==> config.mk <==
export PLATFORM = sky130hd
export DESIGN_NAME = mem_arbiter
export DESIGN_NICKNAME = d
export VERILOG_FILES = /design/src/rtl/mem_arbiter_pkg.sv /design/src/rtl/mem_arbiter.sv
export SDC_FILE = /design/constraint.sdc
export NUM_CORES = 1
export LEC_CHECK = 0
export BUFFER_PORTS_ARGS = -buffer_cell sky130_fd_sc_hd__buf_2
export CORE_MARGIN = 2
export CORE_UTILIZATION = 53
export CTS_CLUSTER_DIAMETER = 120
export DETAILED_ROUTE_END_ITERATION = 8
export PLACE_DENSITY = 0.89
export SYNTH_ARGS = -nofsm -noshare
export SYNTH_HDL_FRONTEND = slang
export SYNTH_SLANG_ARGS = --single-unit
==> constraint.sdc <==
create_clock -name clk -period 5.4 [get_ports clk]
set_clock_uncertainty 0.15 [all_clocks]
set_input_delay 0.27 -clock clk [delete_from_list [all_inputs] [get_ports clk]]
set_output_delay 0.27 -clock clk [all_outputs]
set_load 0.1 [all_outputs]
==> src/rtl/mem_arbiter_pkg.sv <==
// rtl/mem_arbiter_pkg.sv - shared encodings and helpers for the unified RAM port arbiter
package mem_arbiter_pkg;

    localparam logic [1:0] MEM_SIZE_B = 2'b00;
    localparam logic [1:0] MEM_SIZE_H = 2'b01;
    localparam logic [1:0] MEM_SIZE_W = 2'b10;

    localparam logic [0:0] ARB_IDLE = 1'b0;
    localparam logic [0:0] ARB_BUSY = 1'b1;

    localparam logic [0:0] OWN_IF  = 1'b0;
    localparam logic [0:0] OWN_MEM = 1'b1;

    localparam logic [31:0] ZERO_WORD = 32'h0000_0000;

    // Number of byte accesses a MEM request needs; size 11 is treated as a word.
    function automatic logic [2:0] size_to_count(input logic [1:0] size);
        case (size)
            MEM_SIZE_B: size_to_count = 3'd1;
            MEM_SIZE_H: size_to_count = 3'd2;
            default:    size_to_count = 3'd4;
        endcase
    endfunction

    // Little-endian byte insert into a 32-bit word.
    function automatic logic [31:0] put_byte(input logic [31:0] word,
                                             input logic [1:0]  idx,
                                             input logic [7:0]  data);
        logic [31:0] w;
        w = word;
        w[{idx, 3'b000} +: 8] = data;
        put_byte = w;
    endfunction

endpackage

==> src/rtl/mem_arbiter.sv <==
// rtl/mem_arbiter.sv - byte-serial arbiter sharing one RAM port between IF and MEM
module mem_arbiter
    import mem_arbiter_pkg::*;
#(
    parameter int ADDR_W     = 32,
    parameter int RAM_ADDR_W = 18
) (
    input  logic                  clk,
    input  logic                  rst,
    input  logic                  if_req_i,
    input  logic [ADDR_W-1:0]     if_addr_i,
    input  logic                  if_abort_i,
    output logic                  if_done_o,
    output logic [31:0]           if_inst_o,
    input  logic                  mem_req_i,
    input  logic                  mem_we_i,
    input  logic [1:0]            mem_size_i,
    input  logic [ADDR_W-1:0]     mem_addr_i,
    input  logic [31:0]           mem_wdata_i,
    output logic                  mem_done_o,
    output logic [31:0]           mem_rdata_o,
    output logic [RAM_ADDR_W-1:0] ram_addr_o,
    output logic                  ram_wr_o,
    output logic [7:0]            ram_dout_o,
    input  logic [7:0]            ram_din_i
);

    logic [0:0]            state_q;
    logic [0:0]            owner_q;
    logic                  we_q;
    logic [2:0]            n_q;
    logic [2:0]            cnt_q;
    logic [RAM_ADDR_W-1:0] base_q;
    logic [31:0]           wdata_q;
    logic [31:0]           result_q;

    logic        busy;
    logic        in_range;
    logic        done_any;
    logic        accept_mem;
    logic        accept_if;
    logic        abort_now;
    logic        last_read;
    logic        last_write;
    logic        capture;
    logic [1:0]  rd_byte_idx;
    logic [31:0] result_next;
    logic [7:0]  wr_byte;

    // The RAM only sees the low address bits; the upper request bits are deliberately dropped.
    logic unused_addr_hi;
    assign unused_addr_hi = ^{if_addr_i[ADDR_W-1:RAM_ADDR_W], mem_addr_i[ADDR_W-1:RAM_ADDR_W]};

    assign busy     = (state_q == ARB_BUSY);
    assign in_range = busy && (cnt_q < n_q);
    // A done pulse blocks acceptance for one cycle so the requester can drop req.
    assign done_any   = if_done_o | mem_done_o;
    assign accept_mem = !busy && !done_any && mem_req_i;
    assign accept_if  = !busy && !done_any && !mem_req_i && if_req_i && !if_abort_i;
    assign abort_now  = busy && (owner_q == OWN_IF) && if_abort_i;
    // Reads need one extra cycle because RAM data lags the address by a cycle.
    assign last_read  = busy && !we_q && (cnt_q == n_q);
    assign last_write = busy && we_q && (cnt_q == n_q - 3'd1);
    assign capture    = busy && !we_q && (cnt_q != 3'd0) && !abort_now;

    assign rd_byte_idx = cnt_q[1:0] - 2'd1;
    assign result_next = put_byte(result_q, rd_byte_idx, ram_din_i);
    assign wr_byte     = wdata_q[{cnt_q[1:0], 3'b000} +: 8];

    assign ram_addr_o = in_range ? (base_q + RAM_ADDR_W'(cnt_q)) : '0;
    assign ram_wr_o   = in_range && we_q;
    assign ram_dout_o = (in_range && we_q) ? wr_byte : 8'h00;

    // Request acceptance, byte sequencing and return to idle.
    always_ff @(posedge clk or posedge rst) begin
        if (rst) begin
            state_q <= ARB_IDLE;
            owner_q <= OWN_IF;
            we_q    <= 1'b0;
            n_q     <= 3'd0;
            cnt_q   <= 3'd0;
            base_q  <= '0;
            wdata_q <= ZERO_WORD;
        end else if (!busy) begin
            if (accept_mem) begin
                state_q <= ARB_BUSY;
                owner_q <= OWN_MEM;
                we_q    <= mem_we_i;
                n_q     <= size_to_count(mem_size_i);
                cnt_q   <= 3'd0;
                base_q  <= mem_addr_i[RAM_ADDR_W-1:0];
                wdata_q <= mem_wdata_i;
            end else if (accept_if) begin
                state_q <= ARB_BUSY;
                owner_q <= OWN_IF;
                we_q    <= 1'b0;
                n_q     <= 3'd4;
                cnt_q   <= 3'd0;
                base_q  <= if_addr_i[RAM_ADDR_W-1:0];
                wdata_q <= ZERO_WORD;
            end
        end else if (abort_now || last_read || last_write) begin
            state_q <= ARB_IDLE;
            cnt_q   <= 3'd0;
        end else begin
            cnt_q <= cnt_q + 3'd1;
        end
    end

    // Read-byte assembly, result hand-off to the owner and the one-cycle done pulses.
    always_ff @(posedge clk or posedge rst) begin
        if (rst) begin
            result_q    <= ZERO_WORD;
            if_inst_o   <= ZERO_WORD;
            mem_rdata_o <= ZERO_WORD;
            if_done_o   <= 1'b0;
            mem_done_o  <= 1'b0;
        end else begin
            if_done_o  <= 1'b0;
            mem_done_o <= 1'b0;
            if (accept_mem || accept_if) begin
                result_q <= ZERO_WORD;
            end else if (capture) begin
                result_q <= result_next;
            end
            if (last_read && !abort_now) begin
                if (owner_q == OWN_IF) begin
                    if_done_o <= 1'b1;
                    if_inst_o <= result_next;
                end else begin
                    mem_done_o  <= 1'b1;
                    mem_rdata_o <= result_next;
                end
            end
            if (last_write) begin
                mem_done_o <= 1'b1;
            end
        end
    end

endmodule
==> run summary, run 1 <==
Status: finished clean
Nets: 1054
Ranking of synthesized cells by area: dfrtp_1, a21oi_1, a22o_1
Yosys cell types: 59
Worst-margin pin slew: 1.26 ns
Final setup fails: 0
Clk slew on worst S/H paths: 0.06 ns
Final setup TNS: 0 ns
Synth Register Bits: 157
Final period utilization: 77.3%
Worst path top cell family by delay: simple AND/OR/NAND/NOR gates
Row count: 43
Post-synth ARST share: 100%
Worst Setup SP: cnt_q[1]
Final Hold Vio Count: 0
Antenna cell count: 0
Reg2reg start: cnt_q[1]
CTS resizes: 0
Initial cell density of the core: 53.8%
CP required: 4.98 ns
Fmax: 240 MHz
Top cells by count, synth: dfrtp_1, a21oi_1, nand2_1, o21ai_0, nor2_1
Filler instances: 956
Synth Area in Adders: 2.46%
Crit-path cells: inv_1 > fa_1 > and2b_1 > o211ai_4 > or4_1 > a21oi_1 > buf_2
First-pass GRT wire length: 33.5 mm
Post-synthesis mux area share: 5.15%
Post-DP HPWL: 12.0 mm
Antenna Nets Post-Route: 0
Top_reg_cell synth: dfrtp_1
CP Launch Type: flop
CP bufs+invs: 2
Final wirelength: 21.0 mm
Initial antenna violation count: 0
Total die area: 15000 um2
Buffer count from post-CTS setup fixing: 0
Sequential fraction of the synthesis area: 53.0%
Dominant cell type by area after synthesis: dfrtp_1
Multi-input combinational cell area: 3120 um2
Crit end category: output port
Crit path largest cell delay: 0.83 ns
Hold Path Class: input pin to flop
WS Path Type: flop to output port
RePlAce Congestion: 0.788
Vias in the first global route: 6622
Layout cell share with drive strength beyond 1: 25.6%
Post-cts hold buffer count: 71
HP Start: ram_din_i[7]
Area Growth Syn to Fin: 29.9%
Pre-CTS WS: 1.79 ns
Die width: 122 um
CTS tree: done
EDFF count, synth: 0
DRC errors left: 0
First-pass DRT Iterations: 5
I/O Buffers: 176
# IOs: 205
Sequential cell area: 3930 um2
Synth warn: 0
Maximum clock path buffer count: 2
Core Box Area: 13800 um2
Sink Count: 157
Post-Syn Area: 7420 um2
Fin util: 69.9%
XOR/XNOR Fraction of Synth Area: 1.62%
Setup ws final: 1.23 ns
Synth top area share: 53.0%
RSZ-0062 raised after global routing: no
Die span in y: 122 um
Post-Syn Instances: 715
CTS root buffer: clkbuf_16
GRT Util Overall: 28.7%
First-iteration detailed-routing DRC count: 593
Syn_area_per_cell: 10.4 um2
Clk Latency, worst-skew pair: 0.42 ns
Max_cap viols: 0
Num CTS Buffers: 17
Fin. max-slew vios: 0
Largest net degree at the start of global routing: 98
Largest family of logic cells by synthesized area: compound AO/OA/AOI/OAI gates
Most numerous cell in the Yosys netlist: dfrtp_1
Max_slew headroom: 16.3%
Avg Vias per Cell: 5.95
Total number of vias: 6667
Drt wl/cell: 18.8 um
Compound-Gate Fraction of Synth Area: 19.8%
Worst-path fanout max: 16
Critical path's slowest cell: dfrtp_1
Overflow after GRT: 0
Critical path arrival: 3.75 ns
Fin crit period: 4.17 ns
CTS HTree Levels: 4
Share of synthesized cell area in and, or, nand and nor gates: 13.0%
Post-Syn Nets: 841
## cell families (layout without fill, tap and decap cells)
logic type / after synthesis / after routing
AO/OA/AOI/OAI: 238 / 238
XOR/XNOR: 12 / 12
adder cells (fa/ha/maj): 14 / 14
buffers and inverters: 76 / 301
flip-flops: 157 / 157
multiplexers: 28 / 28
AND/OR/NAND/NOR: 190 / 190
## worst reg2reg max path: cells and delay by family (launching register included)
family / cells / cell delay, ns
buffers and inverters: 1 / 0.29
AND/OR/NAND/NOR: 2 / 1.03
AO/OA/AOI/OAI: 2 / 0.69
flip-flops: 1 / 0.83
adder cells (fa/ha/maj): 1 / 0.28
## layout by cell type (no fill, tap or decap), types with 3 or more instances in the layout
cell and count:
a21oi_1 69, a22o_1 34, a22oi_1 33, buf_2 176
buf_4 5, bufinv_16 5, clkbuf_16 17, clkbuf_8 3
dfrtp_1 157, dlygate4sd3_1 71, ha_1 13, inv_1 16
mux2i_1 19, mux4_2 8, nand2_1 58, nand2b_1 5
nand3_1 38, nor2_1 47, nor2b_1 11, nor3_1 3
nor4_2 3, o211ai_1 3, o21ai_0 52, o21ai_1 34
xnor2_1 6, xor2_1 5
## stage by stage
stage                     hold WS [ns]  area (um2)  instances
after global routing            0.0496        9630       1120
after floorplan                  0.229        7420        715
after detailed placement         0.321        8270       1018
final                           0.0439        9630       1120
after CTS                       0.0245        9630       1120
after global placement           0.310        8270       1018
## worst paths after layout
path                       slack, ns  cells after the start              end
min                             0.04                      3     result_q[23]
max in group asynchronous       3.33                      4   mem_rdata_o[3]
max                             1.23                      7   ram_addr_o[16]
max reg2reg                     2.01                      6      result_q[2]
min in group asynchronous       0.45                      3  mem_rdata_o[25]
min reg2reg                     0.33                      2  mem_rdata_o[31]
## area by class of cell
class	instances	area share (%)
Sequential cell	157	40.8
Tap cell	180	2.34
Multi-Input combinational cell	482	32.4
Inverter	18	0.753
Clock inverter	10	1.91
Clock buffer	21	4.88
Timing Repair Buffer	252	16.9
## registers in the layout, indices dropped and copies added, names as in the netlist
| register | count |
|---|---|
| if_inst_o | 32 |
| mem_rdata_o | 32 |
| result_q | 32 |
| wdata_q | 32 |
| base_q | 18 |
| cnt_q | 3 |
| n_q | 3 |
| busy | 1 |
| if_done_o | 1 |
| mem_done_o | 1 |
| owner_q | 1 |
| we_q | 1 |
## routing by layer
layer | up-vias | wire [um] | GRT usage (%) | part of all wire, %
li1 | 2983 | - | - | -
met1 | 3247 | 8150 | 36.3 | 39
met2 | 372 | 10400 | 46.6 | 49
met3 | 65 | 1800 | 6.97 | 8.6
met4 | 0 | 681 | 13.9 | 3.2
met5 | - | 0 | 0 | 0
Power of run 1 is not shown: default switching activity piles up to over one toggle a cycle in this logic, so the estimate is an artifact.
==> run 2, diff against run 1 <==
Clock period 5.4 ns to 4.05 ns, I/O delays scaled along.
==> run 2 against run 1 <==
Core utilization rose by 1.2 points. Global-route usage grew 0.55 points. Critical path depth increased by 1. Flip-flop and latch count unchanged. Non-clock buffer count increased by 15. Final cell count is 1.4% higher. Via count hardly changed. Critical endpoint is now ram_addr_o[12]. Largest cell class unchanged.
==> run summary, run 2 (synthesized netlist as in run 1, its figures left out) <==
Status: finished clean
Design area: 9790 um2
Largest net degree at the start of global routing: 87
GRT Util Overall: 29.3%
Crit-path cells: buf_4 > inv_1 > fa_1 > and2b_1 > o211ai_4 > or3_2 > a21oi_1 > buf_2
Num CTS Buffers: 17
Top Layer Used: met4
Post-Route M1 WL: 8.31 mm
CTS tree: done
Fin. max-slew vios: 0
Final Hold Vio Count: 0
# IOs: 205
Layout cell share with drive strength beyond 1: 25.6%
DP Area: 8310 um2
DRC errors left: 0
First-pass GRT wire length: 33.9 mm
I/O Buffers: 176
Initial cell density of the core: 53.8%
Initial antenna violation count: 0
Drt wl/cell: 18.6 um
Filler instances: 945
Met3 wire len: 1.81 mm
Final setup fails: 0
RePlAce Congestion: 0.815
Clk Latency, worst-skew pair: 0.42 ns
Antenna cell count: 0
Vias in the first global route: 6610
Worst-margin pin slew: 1.26 ns
Row count: 43
Final setup TNS: 0 ns
Core Box Area: 13800 um2
Antenna Nets Post-Route: 0
Commonest non-fill, non-tap cell in the layout: buf_2
Final wirelength: 21.1 mm
Crit path largest cell delay: 0.48 ns
Final period utilization: 91.4%
Most frequent cells in the layout: buf_2, dfrtp_1, dlygate4sd3_1, a21oi_1, nand2_1
Crit end category: output port
First-pass DRT Iterations: 5
Die span in y: 122 um
CTS root buffer: clkbuf_16
Post-DP HPWL: 12.0 mm
WS Path Type: flop to output port
Critical path arrival: 3.35 ns
Clk slew on worst S/H paths: 0.06 ns
Max_slew headroom: 16.2%
Fin crit period: 3.70 ns
First-iteration detailed-routing DRC count: 585
Maximum clock path buffer count: 2
Total number of vias: 6668
Total die area: 15000 um2
CP required: 3.70 ns
Overflow after GRT: 0
Die width: 122 um
Max_cap viols: 0
Fmax: 270 MHz
Fin util: 71.1%
Hold Path Class: input pin to flop
Buffer count from post-CTS setup fixing: 0
Nets: 1069
Critical path's slowest cell: buf_2
RSZ-0062 raised after global routing: no
Area Growth Syn to Fin: 32.0%
DR WL met2: 10.6 mm
CTS HTree Levels: 4
Worst-path fanout max: 14
CP Launch Type: flop
Sink Count: 157
Avg Vias per Cell: 5.87
[run 2: layout make-up]
class	count	area, um2	share of cell area (%)
inverters	18	71.3	0.728
multi-input cells	482	3130	31.9
repair buffers	267	1780	18.2
clock inverters	9	180	1.84
flip-flops and latches	157	3930	40.1
well taps	180	225	2.30
clock buffers	23	478	4.88
[run 2: worst paths after layout]
| kind | startpoint | end | slack (ns) | cells after the start |
|---|---|---|---|---|
| worst max-delay path | cnt_q[1] | ram_addr_o[12] | 0.35 | 8 |
| worst min-delay path | if_abort_i | busy | 0.12 | 4 |
| worst max register to register | busy | base_q[5] | 0.72 | 4 |
| worst min register to register | mem_rdata_o[17] | mem_rdata_o[17] | 0.33 | 2 |
| max in group asynchronous | rst | result_q[1] | 2.44 | 4 |
| min in group asynchronous | rst | if_inst_o[26] | 0.38 | 3 |
[run 2: routing by layer]
layer,vias up,GRT usage [%]
met3,42,7.57
met5,-,0
li1,3025,-
met4,0,9.05
met2,354,49.4
met1,3247,37.2
[run 2: stage by stage]
stage	instances	setup slack, ns	hold WS (ns)
2_1_floorplan	715	0.0180	0.162
3_3_place_gp	1022	0.917	0.255
3_5_place_dp	1022	0.890	0.259
4_1_cts	1136	0.401	0.0961
5_1_grt	1136	0.236	0.144
6_report	1136	0.350	0.124
[run 2: worst max-delay path, delay by kind of cell (launching register included)]
kind,cells,cell delay [ns]
flops,1,0.38
simple gates,2,0.81
compound gates,2,0.38
fa+ha+maj,1,0.44
buf+inv,3,0.90
[run 2: timing repair]
action / CTS / global route
endpoints found under the hold margin: 126 / 0
hold buffers: 82 / 0
gates resized for setup: 0 / 0
Power of run 2 is left out for the same reason.
